## config.mk

```make
export PLATFORM = sky130hd
export DESIGN_NAME = gt_line_fill_ctrl
export DESIGN_NICKNAME = d
export VERILOG_FILES = /design/src/rtl/gt_mem_pkg.sv /design/src/rtl/gt_wb_buffer.sv /design/src/rtl/gt_line_fill_ctrl.sv
export SDC_FILE = /design/constraint.sdc
export NUM_CORES = 1
export LEC_CHECK = 0
export ABC_AREA = 1
export BUFFER_PORTS_ARGS = -buffer_cell sky130_fd_sc_hd__buf_4
export CORE_AREA = 10 10 441 443
export DETAILED_ROUTE_END_ITERATION = 8
export DIE_AREA = 0 0 451 453
export PLACE_DENSITY_LB_ADDON = 0.15
export SYNTH_ARGS = -nofsm -noshare
export SYNTH_HDL_FRONTEND = slang
export SYNTH_SLANG_ARGS = --single-unit
```

## constraint.sdc

```tcl
create_clock -name CLK -period 28.9 [get_ports CLK]
set_input_delay 5.78 -clock CLK [delete_from_list [all_inputs] [get_ports CLK]]
set_output_delay 5.78 -clock CLK [all_outputs]
set_load 0.05 [all_outputs]
```

## src/rtl/gt_mem_pkg.sv

```systemverilog
// ---------------------------------------------------------------------------
// gt_mem_pkg
//   Shared types and helpers for the line-fill controller and its write
//   buffer.
//   - DEF_LINE_BYTES / LINE_BITS / OFFSET_W : line geometry (32-byte lines).
//   - state_e   : controller FSM states.
//   - line_align: clear the byte-offset bits of an address.
//   - byte_sel  : pick one byte out of a line by byte offset.
// ---------------------------------------------------------------------------
package gt_mem_pkg;

    localparam int unsigned DEF_LINE_BYTES = 32;
    localparam int unsigned LINE_BITS      = DEF_LINE_BYTES * 8;
    localparam int unsigned OFFSET_W       = $clog2(DEF_LINE_BYTES);

    typedef enum logic [2:0] {
        IDLE,
        FWD,
        RD_ISSUE,
        RD_WAIT,
        FILL,
        WB
    } state_e;

    // Works on a 64-bit container so callers of any address width up to 64
    // can share it; off_w is the number of low bits to clear.
    function automatic logic [63:0] line_align(input logic [63:0] addr,
                                               input int unsigned off_w);
        logic [63:0] mask;
        mask = (64'd1 << off_w) - 64'd1;
        return addr & ~mask;
    endfunction

    function automatic logic [7:0] byte_sel(input logic [LINE_BITS-1:0] line,
                                            input logic [OFFSET_W-1:0]  off);
        return line[8*off +: 8];
    endfunction

endpackage

```

## src/rtl/gt_wb_buffer.sv

```systemverilog
// ---------------------------------------------------------------------------
// gt_wb_buffer
//   One-entry write buffer holding an evicted line until it is drained.
//   Ports:
//     clk, rst        : clock, synchronous active-high reset (valid only)
//     load            : capture load_addr (line-aligned) and load_data
//     load_addr/data  : incoming evicted line
//     clr             : invalidate the entry (line has been written out)
//     cmp_addr        : byte address to compare against the held line
//     valid           : entry holds a line
//     line_addr, data : held line address and contents
//     hit             : valid and cmp_addr falls in the held line
// ---------------------------------------------------------------------------
module gt_wb_buffer
    import gt_mem_pkg::*;
#(
    parameter int unsigned ADDR_W = 32,
    parameter int unsigned OFF_W  = OFFSET_W
) (
    input  logic                 clk,
    input  logic                 rst,
    input  logic                 load,
    input  logic [ADDR_W-1:0]    load_addr,
    input  logic [LINE_BITS-1:0] load_data,
    input  logic                 clr,
    input  logic [ADDR_W-1:0]    cmp_addr,
    output logic                 valid,
    output logic [ADDR_W-1:0]    line_addr,
    output logic [LINE_BITS-1:0] data,
    output logic                 hit
);

    logic                 valid_q, valid_d;
    logic [ADDR_W-1:0]    addr_q, addr_d;
    logic [LINE_BITS-1:0] data_q, data_d;
    logic [ADDR_W-1:0]    cmp_line;

    assign cmp_line = ADDR_W'(line_align(64'(cmp_addr), OFF_W));

    // load and clr never coincide: loads are only accepted while empty,
    // clears only happen while full.
    always_comb begin
        valid_d = valid_q;
        addr_d  = addr_q;
        data_d  = data_q;
        if (load) begin
            valid_d = 1'b1;
            addr_d  = ADDR_W'(line_align(64'(load_addr), OFF_W));
            data_d  = load_data;
        end else if (clr) begin
            valid_d = 1'b0;
        end
    end

    always_ff @(posedge clk) begin
        if (rst) begin
            valid_q <= 1'b0;
        end else begin
            valid_q <= valid_d;
        end
    end

    // Contents are meaningless while invalid, so they carry no reset.
    always_ff @(posedge clk) begin
        addr_q <= addr_d;
        data_q <= data_d;
    end

    assign valid     = valid_q;
    assign line_addr = addr_q;
    assign data      = data_q;
    assign hit       = valid_q && (addr_q == cmp_line);

endmodule

```

## src/rtl/gt_line_fill_ctrl.sv

```systemverilog
// ---------------------------------------------------------------------------
// gt_line_fill_ctrl
//   Miss/fill controller between the cache and main memory. Handles one
//   outstanding read miss with a fixed-latency line read, forwards from a
//   one-entry victim write buffer on a same-line miss, and drains the buffer
//   to memory when no miss is pending.
//   Ports:
//     CLK, CLEAR              : clock, synchronous active-high reset
//     miss_req/addr/ready     : miss handshake from the cache
//     wb_valid/addr/data/ready: evicted-line handshake from the cache
//     mem_rd, mem_wr          : one-cycle memory strobes (never together)
//     mem_addr, mem_wdata     : line address / write data for the strobes
//     mem_rdata               : read data, valid MEM_LATENCY cycles after mem_rd
//     fill_valid              : one-cycle fill pulse
//     fill_addr/line/byte     : fill result, held between fills
//     busy                    : FSM not idle or write buffer occupied
// ---------------------------------------------------------------------------
module gt_line_fill_ctrl
    import gt_mem_pkg::*;
#(
    parameter int unsigned LINE_BYTES  = DEF_LINE_BYTES,
    parameter int unsigned MEM_LATENCY = 4,
    parameter int unsigned ADDR_W      = 32
) (
    input  logic                 CLK,
    input  logic                 CLEAR,
    input  logic                 miss_req,
    input  logic [ADDR_W-1:0]    miss_addr,
    output logic                 miss_ready,
    input  logic                 wb_valid,
    input  logic [ADDR_W-1:0]    wb_addr,
    input  logic [LINE_BITS-1:0] wb_data,
    output logic                 wb_ready,
    output logic                 mem_rd,
    output logic                 mem_wr,
    output logic [ADDR_W-1:0]    mem_addr,
    output logic [LINE_BITS-1:0] mem_wdata,
    input  logic [LINE_BITS-1:0] mem_rdata,
    output logic                 fill_valid,
    output logic [ADDR_W-1:0]    fill_addr,
    output logic [LINE_BITS-1:0] fill_line,
    output logic [7:0]           fill_byte,
    output logic                 busy
);

    localparam int unsigned OFF_W = $clog2(LINE_BYTES);
    localparam int unsigned CNT_W = $clog2(MEM_LATENCY + 1);

    function automatic logic [ADDR_W-1:0] align(input logic [ADDR_W-1:0] a);
        return ADDR_W'(line_align(64'(a), OFF_W));
    endfunction

    state_e               state_q, state_d;
    logic [CNT_W-1:0]     cnt_q, cnt_d;
    logic [ADDR_W-1:0]    req_addr_q, req_addr_d;
    logic [ADDR_W-1:0]    fill_addr_q, fill_addr_d;
    logic [LINE_BITS-1:0] fill_line_q, fill_line_d;
    logic [7:0]           fill_byte_q, fill_byte_d;

    logic                 wbuf_valid, wbuf_hit, wbuf_clr;
    logic [ADDR_W-1:0]    wbuf_addr;
    logic [LINE_BITS-1:0] wbuf_data;

    logic                 miss_acc, wb_acc, same_new;
    logic [ADDR_W-1:0]    miss_line;
    logic [LINE_BITS-1:0] fwd_line;

    assign miss_acc  = miss_req && (state_q == IDLE);
    assign wb_acc    = wb_valid && !wbuf_valid;
    assign miss_line = align(miss_addr);
    // A line arriving in the same cycle as the miss can be forwarded directly.
    assign same_new  = wb_acc && (align(wb_addr) == miss_line);
    assign fwd_line  = wbuf_hit ? wbuf_data : wb_data;

    gt_wb_buffer #(
        .ADDR_W (ADDR_W),
        .OFF_W  (OFF_W)
    ) u_wbuf (
        .clk       (CLK),
        .rst       (CLEAR),
        .load      (wb_acc),
        .load_addr (wb_addr),
        .load_data (wb_data),
        .clr       (wbuf_clr),
        .cmp_addr  (miss_addr),
        .valid     (wbuf_valid),
        .line_addr (wbuf_addr),
        .data      (wbuf_data),
        .hit       (wbuf_hit)
    );

    always_comb begin
        state_d     = state_q;
        cnt_d       = cnt_q;
        req_addr_d  = req_addr_q;
        fill_addr_d = fill_addr_q;
        fill_line_d = fill_line_q;
        fill_byte_d = fill_byte_q;
        mem_rd      = 1'b0;
        mem_wr      = 1'b0;
        mem_addr    = '0;
        mem_wdata   = '0;
        fill_valid  = 1'b0;
        wbuf_clr    = 1'b0;

        case (state_q)
            IDLE: begin
                // A miss always wins over draining the buffer.
                if (miss_acc) begin
                    req_addr_d = miss_addr;
                    if (wbuf_hit || same_new) begin
                        // Fill registers load now so they are valid in FWD.
                        fill_addr_d = miss_line;
                        fill_line_d = fwd_line;
                        fill_byte_d = byte_sel(fwd_line, OFFSET_W'(miss_addr[OFF_W-1:0]));
                        state_d     = FWD;
                    end else begin
                        state_d = RD_ISSUE;
                    end
                end else if (wbuf_valid) begin
                    state_d = WB;
                end
            end
            FWD: begin
                fill_valid = 1'b1;
                state_d    = IDLE;
            end
            RD_ISSUE: begin
                mem_rd   = 1'b1;
                mem_addr = align(req_addr_q);
                cnt_d    = CNT_W'(MEM_LATENCY);
                state_d  = RD_WAIT;
            end
            RD_WAIT: begin
                cnt_d = cnt_q - CNT_W'(1);
                // Last wait cycle: mem_rdata is valid now.
                if (cnt_q == CNT_W'(1)) begin
                    fill_addr_d = align(req_addr_q);
                    fill_line_d = mem_rdata;
                    fill_byte_d = byte_sel(mem_rdata, OFFSET_W'(req_addr_q[OFF_W-1:0]));
                    state_d     = FILL;
                end
            end
            FILL: begin
                fill_valid = 1'b1;
                state_d    = IDLE;
            end
            WB: begin
                mem_wr    = 1'b1;
                mem_addr  = wbuf_addr;
                mem_wdata = wbuf_data;
                wbuf_clr  = 1'b1;
                state_d   = IDLE;
            end
            default: state_d = IDLE;
        endcase
    end

    always_ff @(posedge CLK) begin
        if (CLEAR) begin
            state_q     <= IDLE;
            cnt_q       <= '0;
            fill_addr_q <= '0;
            fill_line_q <= '0;
            fill_byte_q <= '0;
        end else begin
            state_q     <= state_d;
            cnt_q       <= cnt_d;
            fill_addr_q <= fill_addr_d;
            fill_line_q <= fill_line_d;
            fill_byte_q <= fill_byte_d;
        end
    end

    always_ff @(posedge CLK) begin
        req_addr_q <= req_addr_d;
    end

    assign miss_ready = (state_q == IDLE);
    assign wb_ready   = !wbuf_valid;
    assign busy       = (state_q != IDLE) || wbuf_valid;
    assign fill_addr  = fill_addr_q;
    assign fill_line  = fill_line_q;
    assign fill_byte  = fill_byte_q;

endmodule

```

* Word level (Yosys, flattened, before mapping)
Index checks and enable logic that the tools add are counted.
** Cells by class
- Reduce and logical (&&, ||, !) cells :: 16
- Shift-type cells :: 2
- Add/subtract/negate cells :: 1
- Mux-type cells :: 26
- Eq/ne operators :: 12
** Operators with widths (count)
- $mux 256 :: 5
- $pmux 256 s2 :: 1
- $shiftx 256x9->8 :: 2
- $pmux 32 s2 :: 2
- $mux 32 :: 3
- $eq 27x27->1 :: 2
- $mux 8 :: 3
- $pmux 8 s2 :: 1
- $mux 3 :: 3
- $pmux 3 s3 :: 1
- $eq 3x1->1 const B :: 2
- $eq 3x2->1 const B :: 2
- $eq 3x3->1 const B :: 2
- $pmux 3 s2 :: 1
- $reduce_bool 2->1 :: 3
- $mux 1 :: 5
- $logic_and 1x1->1 :: 4
- $ne 2x1->1 const B :: 2
- $reduce_and 2->1 :: 2
- $reduce_and 4->1 :: 1
- $logic_not 3->1 :: 1
- $ne 3x1->1 const B :: 1
- $reduce_bool 3->1 :: 1
- $sub 3x1->3 const B :: 1
- other kinds (5) :: 6
** Word-level totals
- Output and inout bits :: 590
- Word-level logic and storage cells :: 66
- Flip-flop bits (word level) :: 618
- Input bits :: 580

* Longest topological paths before layout
- Depth after elaboration :: 7
- Gate-level depth with buffers :: 21
- Depth with buffers taken out :: 19

* Cells and area by module
Synthesis repeated with hierarchy kept, for this count alone.
** Second synthesis, totals
- Cell total of the unflattened synthesis :: 5278
- Area, all modules :: 35595.4 µm²
** Modules (own cells, without submodules)
- gt_line_fill_ctrl :: sequential area each 6906.6 µm², cells each 4832, area each 26435.4 µm², instances 1
- gt_wb_buffer :: sequential area each 8518.2 µm², cells each 446, area each 9160.0 µm², instances 1

* Worst setup path before layout
OpenSTA, ideal clock, no wires.
- Kind :: input to register
- From :: in wb_valid
- To :: reg fill_line_q[145] (netlist: fill_line[145])
- Setup time :: 119 ps
- Path buffers :: 2
- Cell stages on the path :: 14
- Required time :: 28781 ps
- Data arrival time :: 13422 ps
- Slack :: 15359 ps
- Cells stage by stage :: nand2_1 > inv_1 > o21ai_0 > nor4_1 > and3_1 > nand3_1 > nand2_1 > nand2_1 > nand2_1 > inv_1 > buf_2 > clkbuf_1 > a211oi_1 > nor2_1
** Between the ends
- Cells in the longest elaborated chain, start to end :: 5
** Ends and longest elaborated chain
- start, declared :: RTL line gt_line_fill_ctrl.sv:30 : input logic wb_valid,
- $logic_and 1x1->1 :: RTL line gt_line_fill_ctrl.sv:69 : assign wb_acc = wb_valid && !wbuf_valid;
- via u_wbuf.load :: RTL line gt_wb_buffer.sv:22 : input logic load,
- $logic_and 1x1->1 :: RTL line gt_line_fill_ctrl.sv:72 : assign same_new = wb_acc && (align(wb_addr) == miss_line);
- $logic_or 1x1->1 :: RTL line gt_line_fill_ctrl.sv:111 : if (wbuf_hit || same_new) begin
- $ne 2x1->1 (no source line)
- $reduce_and 4->1 (no source line)
- end signal, assigned :: RTL line gt_line_fill_ctrl.sv:170 : fill_line_q <= fill_line_d;
- end, declared :: RTL line gt_line_fill_ctrl.sv:57 : logic [LINE_BITS-1:0] fill_line_q, fill_line_d;
The timed path passes the listed nets, and every way through them passes these cells.
A chain may end at the register's enable or synchronous reset.

* Final worst setup path
- From :: in miss_addr[15]
- To :: reg fill_byte_q[6] (netlist: fill_byte[6])
** Between the ends
- Cells in the longest elaborated chain, start to end :: 7
- Elaborated cells between the ends (all ways) :: 12
- Classes of those cells :: eq/ne: 3; shift: 1; mux: 4; reduce/logical: 4
** Ends and longest elaborated chain
- start, declared :: RTL line gt_line_fill_ctrl.sv:28 : input logic [ADDR_W-1:0] miss_addr,
- $eq 27x27->1 :: RTL line gt_wb_buffer.sv:72 : assign hit = valid_q && (addr_q == cmp_line);
- $logic_and 1x1->1 :: RTL line gt_wb_buffer.sv:72
- $mux 256 :: RTL line gt_line_fill_ctrl.sv:73 : assign fwd_line = wbuf_hit ? wbuf_data : wb_data;
- $shiftx 256x9->8 :: RTL line gt_mem_pkg.sv:36 : return line[8*off +: 8];
- $mux 8 :: RTL line gt_line_fill_ctrl.sv:111
- $mux 8 :: RTL line gt_line_fill_ctrl.sv:109 : if (miss_acc) begin
- $pmux 8 s2 :: RTL line gt_line_fill_ctrl.sv:106 : case (state_q)
- end signal, assigned :: RTL line gt_line_fill_ctrl.sv:171 : fill_byte_q <= fill_byte_d;
- end, declared :: RTL line gt_line_fill_ctrl.sv:58 : logic [7:0] fill_byte_q, fill_byte_d;
Several ways; a longest one is shown, not always the timed one. The select of a mux whose other input is x is not followed.

==> results by group <==
Synth
  – Post-synth top area share: 28.59%
  – EDFF count, synth: 315
  – Async set-reset flop share out of synthesis: 0%
  – FF+latch count, synth: 613
  – Synth Area in XOR/XNOR: 0.1588%
  – Mux contribution to synthesized area: 0%
  – Syn Area/Cell: 7.440 µm²
  – Mapped Cells: 4447
  – Yosys cell types: 32
  – Cell taking the most area after synthesis: edfxtp_1
  – Top cells by count, synth: nand2_1, nor2_1, nand3_1
  – Prevailing post-synth register cell: edfxtp_1
  – Cell with the most instances after synthesis: nand2_1
  – Post-Synth Adder-Cell Area: 0.07564%
  – Mapped Area: 33080 µm²
  – Main combinational cell family by area after synthesis: simple AND/OR/NAND/NOR gates
  – Synth Area in Compound Gates: 19.62%
  – Top cells by area, synth: edfxtp_1, dfxtp_1, nand2_1, nor2_1, nand3_1
  – Yosys warns: 0
  – Post-Synth Simple-Gate Area: 24.60%
  – Register area share after synthesis: 46.62%

Detailed routing
  – Via density: 4.749
  – Routed wire length: 260800 µm
  – 1st-iter DRT viols: 3375
  – Via count: 37960
  – Residual DRC: 0
  – WL per Instance: 32.63 µm
  – Antenna viol nets, final: 0
  – Router iterations before antenna repair: 5

Run
  – Max cap viols: 0

Floorplanning
  – DIE HEIGHT: 453 µm
  – Initial Util: 17.88%
  – Die area: 204300 µm²
  – Die span in x: 451 µm
  – Boundary pin count: 1170
  – Site Rows: 158
  – CORE AREA: 185000 µm²

Placed design
  – Post-detail-place hpwl: 195800 µm
  – # placed instances: 7779
  – Buffers added on ports: 1154
  – Post-Place Worst Slack: 17950 ps
  – RD Place Congestion: 0.8997

Cells and area
  – Fillcell total: 21000
  – Layout cell share with drive strength beyond 1: 24.96%
  – Area delta synth->final: 41.38%
  – Nets: 5973
  – Fin cells: 7993

Power and ir drop
  – Leak: 20.63 nW
  – Worst IR Drop VDD: 0.04090 mV
  – Power density cells: 60.20 nW/µm²

Worst setup path
  – Worst Path Arrival: 10590 ps
  – FF-to-FF path depth: 20
  – Worst r2r src: u_wbuf.line_addr[30]
  – CP required: 29550 ps
  – Flop2flop setup slack: 23680 ps
  – WS Path Type: in -> reg
  – CP Launch Type: input port
  – FF-to-FF End: fill_byte[6]
  – CP Max Fanout: 58
  – Crit end category: register

CTS
  – Clock tree sinks: 613
  – Hold_buf cts: 0
  – Clock Pin Slew Worst Setup and Hold Paths: 60 ps
  – Clk buf depth: 3
  – H-Tree Depth: 3
  – CTS tree: yes
  – Post-CTS Setup Inserts: 0
  – Clock Latency Late Sink: 740 ps
  – Post-CTS sizing: 0
  – CTS root buf: clkbuf_16
  – Inserted Clock Buffers: 90

Timing
  – Count of final hold-check violations: 0
  – Slew headroom: 24.71%
  – Final min period: 9945 ps
  – Clock Skew: 34.92 ps
  – Post-route setup slack: 18960 ps
  – Worst-Margin Slew: 1129 ps
  – Fin. max-slew vios: 0
  – Final Cycle Share: 34.41%
  – Highest clock rate: 100.6 MHz
  – WHS: 480.3 ps
  – Final setup fails: 0
  – RSZ-0062 raised after global routing: false
  – Setup TNS: 0 ps

Outcome
  – Status: complete, no violations

Hold path
  – Worst Hold Class: reg -> reg
  – Hold Path End: u_wbuf.valid
  – Worst Hold Launch: u_wbuf.valid
  – Hold path cells: 2

GRT
  – Grt total ovfl: 0
  – Global-route wire length before repair: 340500 µm
  – Overall global routing resource usage: 23.98%
  – Number of global-route vias before repair: 36950
  – Largest net degree at the start of global routing: 167
  – Initial antenna violation count: 84
[cell usage in the layout, fill, tap and decap left out, drive strengths merged, types with 22 or more instances in the layout]
cell | synthesis | layout
a21oi | 287 | 287
buf | 120 | 1208
diode | 0 | 45
dfxtp | 298 | 298
nor2 | 724 | 724
o21ai | 471 | 471
nand2 | 747 | 747
o22ai | 67 | 67
clkinv | 0 | 22
a311oi | 26 | 26
edfxtp | 315 | 315
inv | 349 | 352
nand3 | 500 | 500
clkbuf | 245 | 142
a211oi | 240 | 240
[through the flow]
step                      total power, mW  utilization (%)  area [µm²]
after floorplan                     1.362                -       33120
after global placement              1.732            23.70       43850
after detailed placement            1.733            23.70       43850
after CTS                           2.858            25.22       46660
after global routing                2.918            25.27       46750
final                               2.816            25.28       46770
[how the worst max path moves through the flow]
stage               depth (start not counted)              to           from
global placement                           19    fill_byte[6]  miss_addr[15]
detailed placement                         19    fill_byte[6]  miss_addr[15]
CTS                                        19    fill_byte[6]  miss_addr[15]
finish                                     21    fill_byte[6]  miss_addr[15]
floorplan                                  14  fill_line[145]       wb_valid
global route                               19    fill_byte[6]  miss_addr[15]
[layer usage]
| metal | global-route usage, % | share of wire, % |
|---|---|---|
| met5 | 0 | 0.074 |
| met4 | 9.442 | 4.0 |
| met3 | 5.494 | 6.6 |
| met2 | 42.89 | 51 |
| met1 | 27.53 | 39 |
[cells by family (layout without fill, tap and decap cells)]
family | after synthesis | in the layout
xor+xnor | 6 | 6
other cells | 1 | 55
buf+inv | 714 | 1726
simple gates | 1988 | 1988
compound gates | 1123 | 1123
flops | 613 | 613
fa+ha+maj | 2 | 2
[state kept, by name (all words and copies together), names as in the netlist]
name / flops
fill_byte: 8
u_wbuf.data: 256
u_wbuf.line_addr: 27
u_wbuf.valid: 1
cnt_q: 3
fill_line: 256
state_q: 3
req_addr_q: 32
fill_addr: 27
[critical path: stages]
cell     delay (ps)
buf_4           120
inv_1           110
nand2_1         120
nand2_1          90
nor2_1           50
nand2_1         100
inv_1            50
nand2_1          60
nor2_1           60
nand2_4         530
buf_4           530
buf_4           740
buf_4           590
nand2_1         140
nand3_1         160
nand3_1          90
nand3_1         250
nand3_1         260
nand3_1         350
nand3_1         120
a21oi_1         140
[power by group]
group	switching, mW	leakage [nW]	internal [mW]
logic	0.536	13.9	0.180
registers	0.0239	5.41	0.966
clock network	0.483	1.37	0.627
[layout make-up]
class	instances	area [µm²]	area share, %
Antenna cell	45	112.6	0.2408
Clock buffer	142	2641	5.647
Clock inverter	27	173.9	0.3718
Inverter	349	1356	2.900
Multi-Input combinational cell	3129	14780	31.59
Sequential cell	613	15420	32.98
Tap cell	2480	3103	6.634
Timing Repair Buffer	1208	9185	19.64
Power figures use the tool's default switching activity.
